==> src/rtl/threshold_scan_controller.sv <==
// threshold_scan_controller: per-timestep sweep applying the threshold/reset rule to every neuron
//
// Ports:
//   clk_i, rst_i            clock (rising edge), synchronous active-high reset
//   start_i                 begin a scan (only honoured while idle)
//   num_neurons_i           number of neurons to scan, latched on an accepted start
//   vth_i, vreset_i         threshold (full fixed-point) and reset potential (integer part)
//   mem_read_en_o/addr_o    read request to the neuron-state RAM
//   mem_read_data_i         Vmem, valid one cycle after the read request
//   mem_write_en_o/addr_o/data_o  write-back of the updated Vmem
//   spike_valid_o, spike_id_o, spike_ready_i  spike FIFO head handshake
//   busy_o, done_o          scan in progress / one-cycle completion pulse
//   spike_count_o           spikes produced in the current or last scan
module threshold_scan_controller #(
    parameter int INTEGER_WIDTH     = 16,
    parameter int DATA_WIDTH_FRAC   = 32,
    parameter int DATA_WIDTH        = INTEGER_WIDTH + DATA_WIDTH_FRAC,
    parameter int NEURON_ADDR_WIDTH = 10,
    parameter int SPIKE_FIFO_DEPTH  = 8
) (
    input  logic                          clk_i,
    input  logic                          rst_i,
    input  logic                          start_i,
    input  logic [NEURON_ADDR_WIDTH:0]    num_neurons_i,
    input  logic signed [DATA_WIDTH-1:0]  vth_i,
    input  logic signed [INTEGER_WIDTH-1:0] vreset_i,
    output logic                          mem_read_en_o,
    output logic [NEURON_ADDR_WIDTH-1:0]  mem_read_addr_o,
    input  logic signed [DATA_WIDTH-1:0]  mem_read_data_i,
    output logic                          mem_write_en_o,
    output logic [NEURON_ADDR_WIDTH-1:0]  mem_write_addr_o,
    output logic signed [DATA_WIDTH-1:0]  mem_write_data_o,
    output logic                          spike_valid_o,
    output logic [NEURON_ADDR_WIDTH-1:0]  spike_id_o,
    input  logic                          spike_ready_i,
    output logic                          busy_o,
    output logic                          done_o,
    output logic [NEURON_ADDR_WIDTH:0]    spike_count_o
);
    localparam int PW = $clog2(SPIKE_FIFO_DEPTH);
    localparam int CW = NEURON_ADDR_WIDTH + 1;

    typedef enum logic [1:0] {IDLE, SCAN, DRAIN, DONE} state_t;

    state_t state_q, state_d;
    logic [CW-1:0] num_q, num_d, idx_q, idx_d, spike_count_q;
    logic rd_valid_q, we_q, rd_en, room, clr_count, spike, push, pop;
    logic [NEURON_ADDR_WIDTH-1:0] rd_addr_q, waddr_q;
    logic signed [DATA_WIDTH-1:0] wdata_q, reset_val, new_vmem;
    logic [NEURON_ADDR_WIDTH-1:0] fifo_q [SPIKE_FIFO_DEPTH];
    logic [PW-1:0] wptr_q, rptr_q;
    logic [PW:0] fifo_cnt_q;

    // Room for one more read: occupancy plus the read in flight must stay below depth.
    // Occupancy never exceeds depth, so "full" or "one short with a read in flight" is the stall.
    assign room      = !fifo_cnt_q[PW] && !(rd_valid_q && (&fifo_cnt_q[PW-1:0]));
    assign spike     = mem_read_data_i >= vth_i;
    assign reset_val = {vreset_i, {DATA_WIDTH_FRAC{1'b0}}};
    assign new_vmem  = spike ? reset_val : mem_read_data_i;
    assign push      = rd_valid_q && spike;
    assign pop       = spike_valid_o && spike_ready_i;

    assign mem_read_en_o    = rd_en;
    assign mem_read_addr_o  = rd_en ? idx_q[NEURON_ADDR_WIDTH-1:0] : '0;
    assign mem_write_en_o   = we_q;
    assign mem_write_addr_o = waddr_q;
    assign mem_write_data_o = wdata_q;
    assign spike_valid_o    = fifo_cnt_q != '0;
    assign spike_id_o       = spike_valid_o ? fifo_q[rptr_q] : '0;
    assign busy_o           = state_q != IDLE;
    assign done_o           = state_q == DONE;
    assign spike_count_o    = spike_count_q;

    always_comb begin
        state_d   = state_q;
        num_d     = num_q;
        idx_d     = idx_q;
        rd_en     = 1'b0;
        clr_count = 1'b0;
        case (state_q)
            IDLE: if (start_i) begin
                num_d     = num_neurons_i;
                idx_d     = '0;
                clr_count = 1'b1;
                state_d   = num_neurons_i == '0 ? DONE : SCAN;
            end
            SCAN: begin
                rd_en = room;
                if (room) begin
                    idx_d = idx_q + CW'(1);
                    if (idx_q == num_q - CW'(1)) state_d = DRAIN;
                end
            end
            // A write registered this cycle completes at the edge, so only the read
            // in flight (which still owes a write and maybe a push) and the FIFO gate exit.
            DRAIN: if (!rd_valid_q && fifo_cnt_q == '0) state_d = DONE;
            DONE: state_d = IDLE;
            default: state_d = IDLE;
        endcase
    end

    always_ff @(posedge clk_i) begin
        if (rst_i) begin
            state_q       <= IDLE;
            num_q         <= '0;
            idx_q         <= '0;
            rd_valid_q    <= 1'b0;
            rd_addr_q     <= '0;
            we_q          <= 1'b0;
            waddr_q       <= '0;
            wdata_q       <= '0;
            wptr_q        <= '0;
            rptr_q        <= '0;
            fifo_cnt_q    <= '0;
            spike_count_q <= '0;
        end else begin
            state_q    <= state_d;
            num_q      <= num_d;
            idx_q      <= idx_d;
            rd_valid_q <= rd_en;
            rd_addr_q  <= mem_read_addr_o;
            we_q       <= rd_valid_q;
            if (rd_valid_q) begin
                waddr_q <= rd_addr_q;
                wdata_q <= new_vmem;
            end
            if (push) wptr_q <= wptr_q + PW'(1);
            if (pop) rptr_q <= rptr_q + PW'(1);
            if (push != pop) fifo_cnt_q <= push ? fifo_cnt_q + (PW+1)'(1) : fifo_cnt_q - (PW+1)'(1);
            if (clr_count) spike_count_q <= '0;
            else if (push) spike_count_q <= spike_count_q + CW'(1);
        end
    end

    always_ff @(posedge clk_i) begin
        if (push) fifo_q[wptr_q] <= rd_addr_q;
    end
endmodule
==> config.mk <==
export PLATFORM = sky130hd
export DESIGN_NAME = threshold_scan_controller
export DESIGN_NICKNAME = d
export VERILOG_FILES = /design/src/rtl/threshold_scan_controller.sv
export SDC_FILE = /design/constraint.sdc
export NUM_CORES = 1
export LEC_CHECK = 0
export CORE_MARGIN = 2
export CORE_UTILIZATION = 58
export DETAILED_ROUTE_END_ITERATION = 6
export DONT_BUFFER_PORTS = 1
export GPL_TIMING_DRIVEN = 1
export PLACE_DENSITY = 0.86
export SLEW_MARGIN = 40
export SYNTH_ARGS = -nofsm -noshare
export SYNTH_HDL_FRONTEND = slang
export SYNTH_SLANG_ARGS = --single-unit
export TNS_END_PERCENT = 30
==> constraint.sdc <==
create_clock -name clk_i -period 4.4 [get_ports clk_i]
set_input_delay 0.88 -clock clk_i [delete_from_list [all_inputs] [get_ports clk_i]]
set_output_delay 0.88 -clock clk_i [all_outputs]
set_load 0.02 [all_outputs]
==> reports/metrics.csv <==
metric;value;unit
cp_common_cell;ha_1;
synth_nets;1107;
die_y;133.2;um
cts_buffer_depth;2;
setup_ws;635.6;ps
synthAdderAreaFrac;0.07961;
fmaxAchievable;265.6;MHz
multi_input_area;4501;um^2
critPathMaxFanout;3;
gp_congestion;0.8490;
finalSetupTns;0;ps
port_buffers;0;
drc_errors;0;
holdBufCountCts;0;
grt_max_degree;103;
post_cts_buffers;0;
drv_cap;0;
cts.reportedPaths.clkPinSlew;70;ps
die_x;133.2;um
ys.flop_type;dfxtp_1;
clk_latency;430;ps
place_area;9927;um^2
pin_count;221;
arrival;4080;ps
grt_setup_unrepaired;false;
cts_buffers;17;
synth_top_family_by_area;simple AND/OR/NAND/NOR gates;
dr.pass1.iters;5;
n_fill_cell;1344;
p_sw;1794;uW
crit_path_end_kind;flop;
layout-drive-gt1-share;0.08705;
p_leak;0.004145;uW
sw_frac_of_total;0.3424;
power.density;497.1;nW/um^2
peakVddDrop;325.0;uV
yosys.cell_types.count;68;
fin_nets;1094;
h-tree-depth;4;
pre_cts_ws;286.3;ps
grt.total_usage;0.2549;
grt_pass1_vias;6937;
yosysTopAreaCell;edfxtp_1;
grt_first_pass_wirelength;35.67;mm
hp-class;reg2reg;
slowest_stage;or4b_1;
crit_path_max_incr_delay;490;ps
final_antenna_net_count;0;
yosysSeqAreaShare;0.4921;
syn_avg_cell_area;10.54;um^2
yosysWarnings;0;
dieArea;17740;um^2
finalCriticalPeriod;3764;ps
status;complete, no violations;
regArea;4770;um^2
worstSetupStartpointType;primary input;
worstSetupPathType;in2reg;
synth_cells;919;
slew_headroom;0.4832;
crit_chain;inv_1 > ha_1 > and4_1 > or4b_1 > o221ai_1 > a211o_1 > o211ai_2 > ha_1 > a21o_1 > a21oi_1 > a2111oi_0 > mux2i_1 > nand3_1;
seqPwrFrac;0.439;
synthSimpleGateAreaFrac;0.1473;
worstPathRequired;4720;ps
clock_power_share;0.306;
antenna_found_initial;0;
first_iter_violations;414;
antenna_cells;0;
num_vias;6923;
tightest_slew;769.2;ps
design_area;10540;um^2
muxShareOfSynthArea;0.08995;
final_util;0.6400;
dp_hpwl;15.73;mm
p_comb_frac;0.256;
p_int;3445;uW
area_delta_synth_final;8.839;%
detail_route.wl_per_cell;19.28;um
synth_compound_area_frac;0.1159;
hold_viol;0;
core;16470;um^2
initial_core_util;0.5880;
finalSetupViolCount;0;
synth.top_cell.area_share;0.2481;
skew;8.066;ps
synthArstFlopShare;0;
synth_edf_count;80;
via_per_inst;6.078;
ys_seq_elements;198;
totalWireLength;21.96;mm
netlist_area;9682;um^2
clkSinkCount;198;
min_period_over_period;0.8556;
root_buffer;clkbuf_16;
rows;47;
synth_area_leaders;edfxtp_1 (25%), dfxtp_1 (24%), ha_1 (7.8%);
overflow;0;
postCtsResizedCells;0;
r2r_setup_slack;1810;ps
drv_slew;0;
synthXorXnorAreaFrac;0.02946;
cts_tree;built;
==> per-stage QoR <==
stage          cells  power, uW  hold slack (ps)
4_1_cts         1139       5276            480.8
3_5_place_dp    1107       3682            472.8
2_1_floorplan    919       3378            449.6
3_3_place_gp    1106       3623            467.7
5_1_grt         1139       5516            491.3
6_report        1139       5239            478.8
==> power by group through the flow <==
stage | sequential [uW] | combinational, uW | clock [uW]
after floorplan | 2230 | 1150 | 0
after detailed placement | 2340 | 1340 | 0
after global routing | 2320 | 1490 | 1700
after global placement | 2360 | 1260 | 0
final | 2300 | 1340 | 1600
after CTS | 2300 | 1340 | 1630
==> kinds of logic after synthesis <==
logic type / count (synthesis)
simple gates: 302
flops: 198
fa+ha+maj: 61
mux: 62
xor+xnor: 31
buf+inv: 112
compound gates: 153
==> sequential cells by signal, indices dropped and copies added (netlist names), 4 cells and up, named ones only <==
| signal | cells |
|---|---|
| fifo_cnt_q | 4 |
| idx_q | 11 |
| fifo_q | 80 |
| num_q | 11 |
| mem_write_data_o | 48 |
| rd_addr_q | 10 |
| spike_count_o | 11 |
| mem_write_addr_o | 10 |
==> cell type report <==
class	count	share of cell area
clock buffers	17	0.04037
multi-input cells	609	0.4271
well taps	220	0.02612
inverters	65	0.02315
clock inverters	15	0.01757
repair buffers	15	0.01306
flip-flops and latches	198	0.4526
==> Yosys cell counts (4+ instances only) <==
library cell	number
dfxtp_1	118
nor2_1	98
nand2_1	92
edfxtp_1	80
inv_1	64
ha_1	60
a21oi_1	42
mux2i_1	42
clkbuf_1	37
a2bb2oi_1	32
mux4_2	20
a211oi_1	17
xor2_1	17
nand4_1	16
nand3_1	15
nor3_1	15
o21ai_0	15
and3_1	13
xnor2_1	13
and2_1	12
nor4_1	8
or3_1	8
a21o_1	5
and4_1	5
buf_2	5
a221oi_1	4
nor3b_1	4
o31ai_1	4
==> routing by layer <==
| layer | share of wire | up-vias | GRT usage |
|---|---|---|---|
| met5 | 0 | - | 0 |
| met4 | 0.022 | 0 | 0.09574 |
| met3 | 0.067 | 34 | 0.06240 |
| met2 | 0.49 | 226 | 0.4358 |
| met1 | 0.42 | 3361 | 0.3148 |
| li1 | - | 3302 | - |
==> cells in the final DEF (no fill, tap or decap), types with 12 or more instances in the layout <==
| cell | n |
|---|---|
| xnor2_1 | 13 |
| buf_4 | 13 |
| mux2i_1 | 42 |
| dfxtp_1 | 116 |
| nand3_1 | 15 |
| mux4_2 | 20 |
| edfxtp_1 | 80 |
| clkbuf_16 | 17 |
| nor3_1 | 15 |
| o21ai_0 | 15 |
| a2bb2oi_1 | 32 |
| ha_1 | 60 |
| nand4_1 | 16 |
| a21oi_1 | 42 |
| nor2_1 | 98 |
| inv_1 | 64 |
| nand2_1 | 92 |
| a211oi_1 | 17 |
| and3_1 | 13 |
| xor2_1 | 17 |
| and2_1 | 12 |
==> worst paths after layout <==
check,start,endpoint,cells after the start
min,rptr_q[1],flop,2
min reg2reg,rptr_q[1],flop,2
max,vth_i[10],fifo_cnt_q[3],13
max reg2reg,num_q[2],state_q[1],8
==> worst max-delay path, delay by kind of cell <==
family | cells | cell delay (ps)
fa+ha+maj | 2 | 620
simple gates | 3 | 800
buf+inv | 1 | 20
compound gates | 6 | 1530
mux | 1 | 240
(Power assumes the default switching activity.)
==> edit 1 (config.mk and constraints unchanged) <==
Make the reset (`rst_i`) asynchronous in one clocked block. Comments in the files are not updated.
--- a/src/rtl/threshold_scan_controller.sv
+++ b/src/rtl/threshold_scan_controller.sv
@@ -99,7 +99,7 @@
         endcase
     end
 
-    always_ff @(posedge clk_i) begin
+    always_ff @(posedge clk_i or posedge rst_i) begin
         if (rst_i) begin
             state_q       <= IDLE;
             num_q         <= '0;
Formal check against the unedited RTL: differs if rst_i is asserted again (counterexample within 4 cycles, from zero or initial values and one cycle with rst_i high); with rst_i held inactive, the same outputs for 4 cycles.
==> edit 1 against the original RTL <==
- sequential cell count down 3
- cell count down 10%
- maximum frequency fell by 3.2%
- clock power shrank 6%
- wire length is 1.5% lower
- worst setup slack lost 0.12 ns
- die area is 0.25% lower
- clock skew increased by 0.00074 ns
- critical path depth down 1
- area after synthesis fell by 0.26%
- power increased by 25%
- cell area increased by 0.12%
==> edit 1: results (changes against the original RTL) <==
The xor-xnor portion of the synthesized cell area came out at 3.459% (+0.51 points). The half-perimeter wire length after placement is 15530 um (-1.3%), and the total leakage power is 4.506 nW (+8.7%). The library cell used most frequently in the layout, excluding fill and tap cells, is dfrtp_1. The tools report the area after detailed placement as 9950 um2 (+0.23%). The global-route wire length before repair was 34600 um (-3.0%). The worst setup skew after layout was 0.008805 ns (+0.0007391 ns). The share of synthesized registers carrying an async set or reset is 58.97% (+59 points), and the warning count from the yosys run is 0 (unchanged). The tools report the count of routing violations after the opening detailed-route iteration as 390 (-5.8%).

The later-pin clock latency in the skew report is 0.43 ns (about the same), and the number of distinct library cells after synthesis is 59 (-13%). The highest fanout seen on the critical path was 10 (+7); the worst voltage drop across the vdd grid was 0.0003477 V (+7.0%). The pre-CTS setup slack was 0.1801 ns (-0.1063 ns); the pin count of the biggest net entering global routing was 79 (-23%). The adder-cell share of the synthesized area came out at 7.981% (+0.021 points).

The met2 wire length was 10860 um (+0.44%); the share of cells above drive strength 1 was 13.72% (+5.0 points). The count of input and output buffers came out at 0 (unchanged). The upper clock frequency limit was 257.1 MHz (-3.2%). For the last weighted congestion value of the routability-driven placer, the log shows 0.9475 (+12%). The post-synth net total is 975 (-12%). The tools report the met1 wire length as 8870 um (-3.6%).

Mux cell area share after synthesis: 11.08% (+2.1 points). The clock edge transition at the registers on the reported setup and hold paths came out at 0.07 ns (about the same). The register area share after synthesis came out at 54.68% (+5.5 points). For the number of buffers inserted to repair setup after CTS, the log shows 0 (unchanged).

The signal arrival time at the worst endpoint is 4.20 ns (+0.12 ns), and the total track usage is 25.39% (-0.099 points). The maximum level of the CTS H-tree is 4 (unchanged), and the total of cells resized after clock tree synthesis is 0 (unchanged). Yosys attributes the largest share of cell area to dfrtp_1 30%, edfxtp_1 25%, ha_1 7.8%. The tools report the met3 global-route usage as 7.739% (+1.5 points). The run finished with clean final reports. The reg-to-reg setup timing slack is 1.91 ns (+0.10 ns), and the post-synthesis compound-gate area fraction is 8.357% (-3.2 points).

The per-cell via count in the routed design is 6.147 (+1.1%). The run gives 43.98% (-4.3 points) as the headroom to the max-slew limit. The met3 wire length was 1360 um (-7.7%). The flip-flop count of the largest register after layout came out at 80 (unchanged). The met1 routing resource usage after global routing was 33.05% (+1.6 points); the via count of the first global-routing pass was 6381 (-8.0%). The number of flops mapped to enable cells by yosys was 80 (unchanged).

The most repeated cell in the gate-level netlist after synthesis was dfrtp_1. The met2 usage in global routing is 40.90% (-2.7 points). In the synthesized netlist, the cells that appear most often are 115 x dfrtp_1, 80 x edfxtp_1, 64 x nand2_1.

The tree is rooted in a clkbuf_16. For the wire length after detailed routing, the log shows 21620 um (-1.5%). Kind of path behind the tightest hold check: in2async.
-- edit 1: cells by family after synthesis --
group,Yosys count
buffers and inverters,96
adder cells (fa/ha/maj),61
XOR/XNOR,36
multiplexers,78
AO/OA/AOI/OAI,119
flip-flops,195
AND/OR/NAND/NOR,202
-- edit 1: worst paths after layout --
path / from / cells after the start / to
hold / removal: rst_i / 1 / spike_count_o[10]
max in group asynchronous: rst_i / 2 / rd_valid_q
setup reg to reg: state_q[0] / 9 / idx_q[7]
min in group clk_i: start_i / 1 / spike_count_o[5]
hold reg to reg: num_q[10] / 1 / num_q[10]
setup / recovery: vth_i[46] / 12 / fifo_cnt_q[2]
-- edit 1: critical path, cell delays in order --
cell,delay (ns)
inv_1,0.02
ha_1,0.31
nand4_1,0.16
nor4_1,0.58
nand3_1,0.21
o31ai_1,0.43
nor4_4,0.12
or3_1,0.39
buf_4,0.22
fa_1,0.44
xor2_1,0.17
mux2_4,0.25
-- edit 1: through the flow --
step                      instances  hold slack (ns)  utilization [%]  total power [mW]
after global routing           1022           0.4718            64.30             6.941
after detailed placement        990           0.5159            60.64             5.083
after CTS                      1022           0.4597            64.23             6.604
final                          1022           0.4303            64.30             6.567
after floorplan                 787           0.3519                -             4.586
after global placement          990           0.5101            60.62             4.986
-- edit 1: cell type report --
cell class	count	area, um2
Fill cell	1224	5857
Clock inverter	13	141.4
Inverter	59	226.5
Multi-Input combinational cell	496	4024
Sequential cell	195	5283
Clock buffer	19	446.7
Tap cell	220	275.3
Timing Repair Buffer	20	153.9
-- edit 1: power by group --
group	switching, mW	internal, mW	total (mW)
registers	0.790	2.31	3.10
logic	1.07	0.881	1.95
clock network	0.733	0.779	1.51
==> edit 2 (config.mk and constraints unchanged) <==
Made on the original files. `DATA_WIDTH_FRAC`: 32 -> 48.
--- a/src/rtl/threshold_scan_controller.sv
+++ b/src/rtl/threshold_scan_controller.sv
@@ -13,7 +13,7 @@
 //   spike_count_o           spikes produced in the current or last scan
 module threshold_scan_controller #(
     parameter int INTEGER_WIDTH     = 16,
-    parameter int DATA_WIDTH_FRAC   = 32,
+    parameter int DATA_WIDTH_FRAC   = 48,
     parameter int DATA_WIDTH        = INTEGER_WIDTH + DATA_WIDTH_FRAC,
     parameter int NEURON_ADDR_WIDTH = 10,
     parameter int SPIKE_FIFO_DEPTH  = 8
Interface: changed (resized mem_read_data_i, mem_write_data_o and vth_i); port bits go from 221 to 269. No check against the original RTL was run, so the function may have changed too.
==> edit 2 against the original RTL <==
- sequential power is 6% higher
- power up 11%
- core utilization rose by 0.22 points
- cell area grew 8.7%
- largest cell class unchanged
- global-route usage increased by 1.4 points
- sequential cell count grew 16
- highest routed layer unchanged
- critical path type unchanged
- maximum frequency is 2.4% lower
- non-clock buffer count increased by 7
- wire length grew 21%
- worst setup slack lost 0.094 ns
- area after synthesis increased by 7.9%
- critical endpoint unchanged
==> edit 2: results (changes against the original RTL) <==
The flow ran to the end, and the final reports show no timing, DRC or antenna violations. The met1 wire length is 10520 um (+14%). The mean routed wirelength per cell was 20.71 um (+7.4%). The count of routing violations after the opening detailed-route iteration came out at 519 (+25%). The tools report the total track usage as 26.89% (+1.4 points).

The met3 wire length is 2047 um (+39%). For the register area share after synthesis, the log shows 48.67% (-0.54 points). The per-cell via count in the routed design was 6.236 (+2.6%); the clock network power was 1.88 mW (+17%).

The tools report the power in combinational cells as 1.48 mW (+10%). The run gives 8036 (+16%) as the via count of the first global-routing pass. The number of distinct library cells after synthesis is 57 (-16%), and the maximum level of the CTS H-tree is 1 (-3). The later-pin clock latency in the skew report came out at 0.52 ns (+0.09 ns).

The met2 usage in global routing is 45.75% (+2.2 points). CTS placed an instance of clkbuf_16 at the clock tree root. Sorting the synthesized cells by area gives the leading types as dfxtp_1 26%, edfxtp_1 23%, ha_1 9.1%.

The xor-xnor portion of the synthesized cell area came out at 2.263% (-0.68 points). The worst-case reg-to-reg path depth is 10 (+2), and the met2 wire length is 13050 um (+21%). The tightest min-delay check is of the in2reg type. The number of buffers added by the clock tree synthesis step was 22 (+5); the adder-cell share of the synthesized area was 9.293% (+1.3 points).

The run gives 0.0004504 V (+39%) as the worst voltage drop across the vdd grid. The post-synth net total was 1280 (+16%). The run gives 0.4240 ns (-0.05477 ns) as the worst slack on hold paths. The total internal power was 3.873 mW (+12%); the highest fanout seen on the critical path was 5 (+2). Last weighted congestion value of the routability-driven placer: 0.9235 (+8.8%). The half-perimeter wire length after placement was 19010 um (+21%); the share of cells above drive strength 1 was 8.866% (+0.16 points). Headroom to the max-slew limit: 46.52% (-1.8 points). The tools report the critical path startpoint as vth_i[30].

The mux cell area share after synthesis is 8.144% (-0.85 points), and the combinational cell fraction of total power is 25.5% (about the same). Count of input and output buffers: 0 (unchanged). The worst register-to-register path ends at state_q[0]. Worst-case clock buffer depth: 3 (+1). For the reg-to-reg setup timing slack, the log shows 1.40 ns (-0.41 ns). Post-synthesis compound-gate area fraction: 10.28% (-1.3 points). By count the netlist is led by 134 x dfxtp_1, 108 x nand2_1, 101 x a21oi_1.

For the total leakage power, the log shows 4.300 nW (+3.7%). The hold path startpoint is rst_i. The instance count along the most critical hold path is 1 (-1). The tools report the met1 routing resource usage after global routing as 34.21% (+2.7 points).
==> edit 2: changes by cell type after synthesis, sizes merged, moves of 6 or more <==
cell,before,now
a21oi,43,101
a2bb2oi,32,0
clkbuf,37,43
dfxtp,118,134
ha,60,76
inv,64,78
nand2,92,109
nand3,15,70
nor2,98,69
nor4,8,15
==> edit 2: layout make-up <==
cell class | instances | area (um2)
clock inverter | 9 | 105.1
fill | 1376 | 6384
tap | 229 | 286.5
sequential | 214 | 5090
inverter | 79 | 301.5
timing repair buffer | 22 | 177.7
clock buffer | 31 | 634.4
multi-input combinational | 694 | 4862
==> edit 2: cell families (layout without fill, tap and decap cells) <==
kind of cell             count (synthesis)  in the layout
AND/OR/NAND/NOR                        349            349
flip-flops                             214            214
AO/OA/AOI/OAI                          181            181
buffers and inverters                  136            141
adder cells (fa/ha/maj)                 77             77
multiplexers                            60             60
XOR/XNOR                                27             27
==> edit 2: metrics by stage <==
stage / worst slack, ns / area, um2 / util, % / TNS (ns) / instances
6_report: 0.5413 / 11460 / 64.22 / 0 / 1278
3_5_place_dp: -0.01908 / 10720 / 60.07 / -0.01908 / 1238
5_1_grt: 0.2814 / 11460 / 64.22 / 0 / 1278
4_1_cts: 0.4896 / 11460 / 64.22 / 0 / 1278
2_1_floorplan: -0.1398 / 10450 / - / -1.398 / 1044
3_3_place_gp: 0.02843 / 10710 / 60.05 / 0 / 1238
==> edit 2: worst max-delay path: stages <==
cell and delay, ns:
inv_1 0.02, ha_1 0.31, nand4_1 0.16, nor4_1 0.48, nand3_1 0.20, o41a_1 0.43, and3_4 0.22, nor3_4 0.18
inv_4 0.07, ha_1 0.28, a21o_1 0.11, a21o_1 0.12, nand2_1 0.06, or4_1 0.43, and3_1 0.20, nor3_1 0.15
